### src/rtl/elastic_pipe_if.sv
// Valid/ready handshake bundle for elastic_pipe: upstream push side, downstream pop side,
// squash input and occupancy count.
interface elastic_pipe_if #(
  parameter int WIDTH = 32,
  parameter int DEPTH = 3
);
  localparam int CW = $clog2(DEPTH + 1);

  logic             in_valid;
  logic             in_ready;
  logic [WIDTH-1:0] in_data;
  logic             out_valid;
  logic             out_ready;
  logic [WIDTH-1:0] out_data;
  logic             flush;
  logic [CW-1:0]    count;

  modport master (
    output in_valid, in_data, out_ready, flush,
    input  in_ready, out_valid, out_data, count
  );

  modport slave (
    input  in_valid, in_data, out_ready, flush,
    output in_ready, out_valid, out_data, count
  );
endinterface

### src/rtl/elastic_pipe.sv
// DEPTH-stage valid/ready pipeline with bubble collapse and occupancy count.
// Optional squash of all in-flight entries when ELASTIC_PIPE_FLUSH_EN is defined.
module elastic_pipe_stage #(
  parameter int               WIDTH       = 32,
  parameter logic [WIDTH-1:0] RESET_VALUE = '0
) (
  input  logic             clk,
  input  logic             reset,
  input  logic             clr,
  input  logic             rdy,
  input  logic             up_valid,
  input  logic [WIDTH-1:0] up_data,
  output logic             valid_q,
  output logic [WIDTH-1:0] data_q
);
  always_ff @(posedge clk) begin
    if (!reset) begin
      valid_q <= 1'b0;
      data_q  <= RESET_VALUE;
    end else if (clr) begin
      valid_q <= 1'b0;
    end else if (rdy) begin
      valid_q <= up_valid;
      if (up_valid) data_q <= up_data;
    end
  end
endmodule

module elastic_pipe #(
  parameter int               WIDTH       = 32,
  parameter int               DEPTH       = 3,
  parameter logic [WIDTH-1:0] RESET_VALUE = '0
) (
  input  logic           clk,
  input  logic           reset,
  elastic_pipe_if.slave  bus
);
  localparam int CW = $clog2(DEPTH + 1);

  logic [DEPTH-1:0]            valid_q;
  logic [DEPTH-1:0]            rdy;
  logic [DEPTH-1:0]            up_valid;
  logic [DEPTH-1:0][WIDTH-1:0] data_q;
  logic [DEPTH-1:0][WIDTH-1:0] up_data;
  logic                        flush_act;
  logic                        push;
  logic                        pop;
  logic [CW-1:0]               count_q;

`ifdef ELASTIC_PIPE_FLUSH_EN
  assign flush_act = bus.flush;
`else
  logic unused_flush;
  assign unused_flush = bus.flush;
  assign flush_act    = 1'b0;
`endif

  // Ready ripples from the output back to stage 0: a stage can load if it is
  // empty or everything ahead of it is moving.
  always_comb begin
    logic acc;
    rdy = '0;
    acc = !valid_q[DEPTH-1] || bus.out_ready;
    rdy[DEPTH-1] = acc;
    for (int i = DEPTH - 2; i >= 0; i--) begin
      acc    = !valid_q[i] || acc;
      rdy[i] = acc;
    end
  end

  for (genvar i = 0; i < DEPTH; i++) begin : g_stage
    if (i == 0) begin : g_head
      assign up_valid[i] = bus.in_valid;
      assign up_data[i]  = bus.in_data;
    end else begin : g_body
      assign up_valid[i] = valid_q[i-1];
      assign up_data[i]  = data_q[i-1];
    end

    elastic_pipe_stage #(
      .WIDTH       (WIDTH),
      .RESET_VALUE (RESET_VALUE)
    ) u_stage (
      .clk      (clk),
      .reset    (reset),
      .clr      (flush_act),
      .rdy      (rdy[i]),
      .up_valid (up_valid[i]),
      .up_data  (up_data[i]),
      .valid_q  (valid_q[i]),
      .data_q   (data_q[i])
    );
  end

  assign bus.in_ready  = rdy[0] && !flush_act;
  assign bus.out_valid = valid_q[DEPTH-1] && !flush_act;
  assign bus.out_data  = data_q[DEPTH-1];
  assign bus.count     = count_q;

  assign push = bus.in_valid  && bus.in_ready;
  assign pop  = bus.out_valid && bus.out_ready;

  // Counter mirrors popcount(valid_q) without an adder tree across stages.
  always_ff @(posedge clk) begin
    if (!reset || flush_act) begin
      count_q <= '0;
    end else begin
      unique case ({push, pop})
        2'b10:   count_q <= count_q + CW'(1);
        2'b01:   count_q <= count_q - CW'(1);
        default: count_q <= count_q;
      endcase
    end
  end
endmodule

### src/flat_wrapper.sv
// flat-port wrapper written by rule: the top's interface ports become plain ports
module elastic_pipe_flat 
#(
  parameter int               WIDTH       = 32,
  parameter int               DEPTH       = 3,
  parameter logic [WIDTH-1:0] RESET_VALUE = '0
)
  (clk, reset, bus_in_valid, bus_in_data, bus_out_ready, bus_flush, bus_in_ready, bus_out_valid, bus_out_data, bus_count);
  elastic_pipe_if #(.WIDTH(WIDTH), .DEPTH(DEPTH)) bus_i ();
  input  logic clk;
  input  logic reset;
  input wire logic [$bits(bus_i.in_valid)-1:0] bus_in_valid;
  input wire logic [$bits(bus_i.in_data)-1:0] bus_in_data;
  input wire logic [$bits(bus_i.out_ready)-1:0] bus_out_ready;
  input wire logic [$bits(bus_i.flush)-1:0] bus_flush;
  output wire logic [$bits(bus_i.in_ready)-1:0] bus_in_ready;
  output wire logic [$bits(bus_i.out_valid)-1:0] bus_out_valid;
  output wire logic [$bits(bus_i.out_data)-1:0] bus_out_data;
  output wire logic [$bits(bus_i.count)-1:0] bus_count;
  assign bus_i.in_valid = bus_in_valid;
  assign bus_i.in_data = bus_in_data;
  assign bus_i.out_ready = bus_out_ready;
  assign bus_i.flush = bus_flush;
  assign bus_in_ready = bus_i.in_ready;
  assign bus_out_valid = bus_i.out_valid;
  assign bus_out_data = bus_i.out_data;
  assign bus_count = bus_i.count;
  elastic_pipe #(.WIDTH(WIDTH), .DEPTH(DEPTH), .RESET_VALUE(RESET_VALUE)) u_core (.clk(clk), .reset(reset), .bus(bus_i));
endmodule
### config.mk
export PLATFORM = sky130hd
export DESIGN_NAME = elastic_pipe_flat
export DESIGN_NICKNAME = d
export VERILOG_FILES = /design/src/rtl/elastic_pipe_if.sv /design/src/rtl/elastic_pipe.sv /design/src/flat_wrapper.sv
export SDC_FILE = /design/constraint.sdc
export NUM_CORES = 1
export LEC_CHECK = 0
export CORE_MARGIN = 1.5
export CORE_UTILIZATION = 24
export DETAILED_ROUTE_END_ITERATION = 6
export PLACE_DENSITY = 0.47
export SETUP_SLACK_MARGIN = 0.1
export SLEW_MARGIN = 15
export SYNTH_ARGS = -nofsm -noshare
export SYNTH_HDL_FRONTEND = slang
export SYNTH_SLANG_ARGS = --single-unit
### constraint.sdc
create_clock -name clk -period 3 [get_ports clk]
set_clock_uncertainty 0.05 [all_clocks]
set_input_delay 0.9 -clock clk [delete_from_list [all_inputs] [get_ports clk]]
set_output_delay 0.9 -clock clk [all_outputs]
set_load 0.05 [all_outputs]
==> out/metrics.csv <==
metric,value,unit
status,"complete, no violations",
insertion_delay,0.35,ns
num-fill-cells,1752,
design_area,5070,sq um
cpPeakStageDelay,0.44,ns
synth_fa_ha_area_frac,0.00305,
grt_usage,0.113,
grt_setup_unrepaired,no,
period_minus_slack,2.82,ns
fin_setup_tns,0,ns
wire_per_inst,13.8,microns
grt_pass1_wl,15700,microns
coreArea,16600,sq um
synth_edf_count,0,
cts_made_buffers,9,
synth.distinct_cells,27,
maxUsedRoutingLayer,met4,
path_class,in -> out,
port_buffers,71,
drt-met1-wl,4770,microns
rrSetupSlack,0.94,ns
cts_root_buf,clkbuf_16,
grt_max_degree,38,
ioPinCount,73,
ir_drop,0.000323,V
maxCapViolations,0,
place_inst,679,
cts_max_path_buffers,2,
pre_cts_slack,0.194,ns
p_leak,1.99,nW
fmax,354,MHz
finalCritPeriodShare,0.941,
reg2reg_depth,5,
worstSetupStartpoint,bus_out_ready,
worstPathMaxFanout,2,
num_rows,47,
synth_flop_cell,dfxtp_1,
vias_per_cell,4.30,
layout_setup_ws,0.178,ns
syn_area,4110,sq um
cts_resized,0,
worst_setup_path_start_kind,primary input,
syn_nets,481,
synthSimpleGateAreaFrac,0.140,
synthArstFlopShare,0,
synth_top_family_by_area,multiplexers,
ys_ff_latch,101,
vias,2986,
r2r_start,u_core.g_stage[1].u_stage.valid_q,
slowest_stage,clkdlybuf4s50_1,
final_cells,695,
wl_met2,4150,microns
hp-class,reg -> reg,
synth_compound_area_frac,0.0880,
gp_congestion,0.700,
slew_violations,0,
clkSlewWorstSetupHoldPaths,0.07,ns
synth_cells,443,
drt_wl_total,9600,microns
yosysWarnings,0,
die_x,134,microns
cp_cell_sequence,"clkdlybuf4s50_1, nand4b_1, buf_12",
crit_end,bus_in_ready,
slew-limit-headroom,0.522,
synth_mux_area_frac,0.156,
post_cts_buffers,0,
wl_met3,514,microns
tightest_slew,0.716,ns
grt_pass1_vias,3012,
ys_seq_area_frac,0.492,
final-setup-viol-count,0,
fin_nets,508,
worstReg2RegEnd,u_core.g_stage[1].u_stage.data_q[20],
cp.arrival,1.87,ns
postRouteAntennaNets,0,
dp_hpwl,6250,microns
design.die.area,17900,sq um
die_height,134,microns
grt_antenna_before_repair,0,
avgSynthCellArea,9.27,sq um
drive_gt1_frac,0.0695,
hold_violations,0,
required,2.05,ns
antenna_cells,0,
cts_hold_buf,0,
start_util,0.247,
htreeDepth,3,
cts_tree,yes,
power_density,586,nW/um^2
cts_sinks,101,
synthXorXnorAreaFrac,0.00426,
dpl-instance-area,4730,sq um
drc_errors,0,
area_growth,23.5,%
end_kind,output pin,
drt_iter0_markers,100,
firstDrtPassIters,4,
grt-ovfl-total,0,
flip-flops by register name (all words and copies together), names as in the netlist:
register                        flops
u_core.g_stage.u_stage.data_q      96
u_core.g_stage.u_stage.valid_q      3
u_core.bus.count                    2
synthesized netlist by cell type, types with 3 or more instances:
| master | number | share of area |
|---|---|---|
| buf_1 | 3 | 0.0027 |
| clkbuf_1 | 18 | 0.016 |
| nand3_1 | 32 | 0.039 |
| buf_12 | 3 | 0.015 |
| dfxtp_1 | 101 | 0.49 |
| mux2i_1 | 64 | 0.16 |
| nand2_1 | 96 | 0.088 |
| o21ai_0 | 32 | 0.039 |
| buf_8 | 3 | 0.011 |
| a21oi_1 | 36 | 0.044 |
| buf_4 | 33 | 0.060 |
| buf_2 | 5 | 0.0061 |
per-layer routing:
layer  up-vias  global-route usage
met1      1399               0.151
met2        75               0.172
li1       1502                   -
met5         -                   0
met3        10              0.0333
met4         0              0.0453
cells by family after synthesis:
logic type,after synthesis
compound gates,70
flops,101
simple gates,136
mux,64
buf+inv,69
xor+xnor,2
fa+ha+maj,1
worst min path at each step:
stage,start,end,depth (start not counted)
6_report,u_core.g_stage[1].u_stage.data_q[27],u_core.g_stage[1].u_stage.data_q[27],2
5_1_grt,u_core.g_stage[0].u_stage.data_q[3],u_core.g_stage[0].u_stage.data_q[3],2
4_1_cts,u_core.g_stage[1].u_stage.data_q[27],u_core.g_stage[1].u_stage.data_q[27],2
3_5_place_dp,u_core.g_stage[1].u_stage.data_q[12],u_core.g_stage[1].u_stage.data_q[12],2
3_3_place_gp,u_core.g_stage[0].u_stage.data_q[22],u_core.g_stage[1].u_stage.data_q[22],2
2_1_floorplan,u_core.g_stage[1].u_stage.data_q[10],u_core.g_stage[1].u_stage.data_q[10],2
report_power, final:
part           switching, mW  internal [mW]  total [mW]  leakage, nW
clock                  0.510          0.820        1.33        0.164
combinational          0.134          0.104       0.238         1.00
sequential            0.0174           1.39        1.40        0.822
total                  0.661           2.31        2.97         1.99
through the flow:
| stage | hold WS (ns) | utilization | total power [mW] |
|---|---|---|---|
| finish | 0.412 | 0.305 | 2.97 |
| global route | 0.437 | 0.305 | 3.08 |
| CTS | 0.414 | 0.305 | 3.02 |
| detailed placement | 0.402 | 0.284 | 1.68 |
| global placement | 0.399 | 0.284 | 1.67 |
| floorplan | 0.388 | - | 1.59 |
placed cells by master, fill, tap and decap left out, types with 2 or more instances in the layout:
cell / netlist / final
o21ai_0: 32 / 32
clkbuf_16: 0 / 9
bufinv_16: 0 / 3
a21oi_1: 36 / 36
clkdlybuf4s50_1: 0 / 69
nor2_1: 2 / 2
nand3_1: 32 / 32
inv_2: 2 / 2
nand2_1: 96 / 96
mux2i_1: 64 / 64
clkbuf_1: 18 / 2
dfxtp_1: 101 / 101
buf_4: 33 / 12
critical path: cells and delay by family:
kind	cells	cell delay, ns
buffers and inverters	2	0.67
AND/OR/NAND/NOR	1	0.30
final cells by class:
| class | instances | area [sq um] | share of cell area |
|---|---|---|---|
| sequential | 101 | 2020 | 0.399 |
| multi-input combinational | 273 | 1620 | 0.320 |
| timing repair buffer | 82 | 801 | 0.158 |
| tap | 220 | 275 | 0.0543 |
| clock buffer | 11 | 233 | 0.0459 |
| clock inverter | 5 | 108 | 0.0212 |
| inverter | 3 | 11.3 | 0.00222 |
Note: power is estimated with default switching activity, not from simulation.
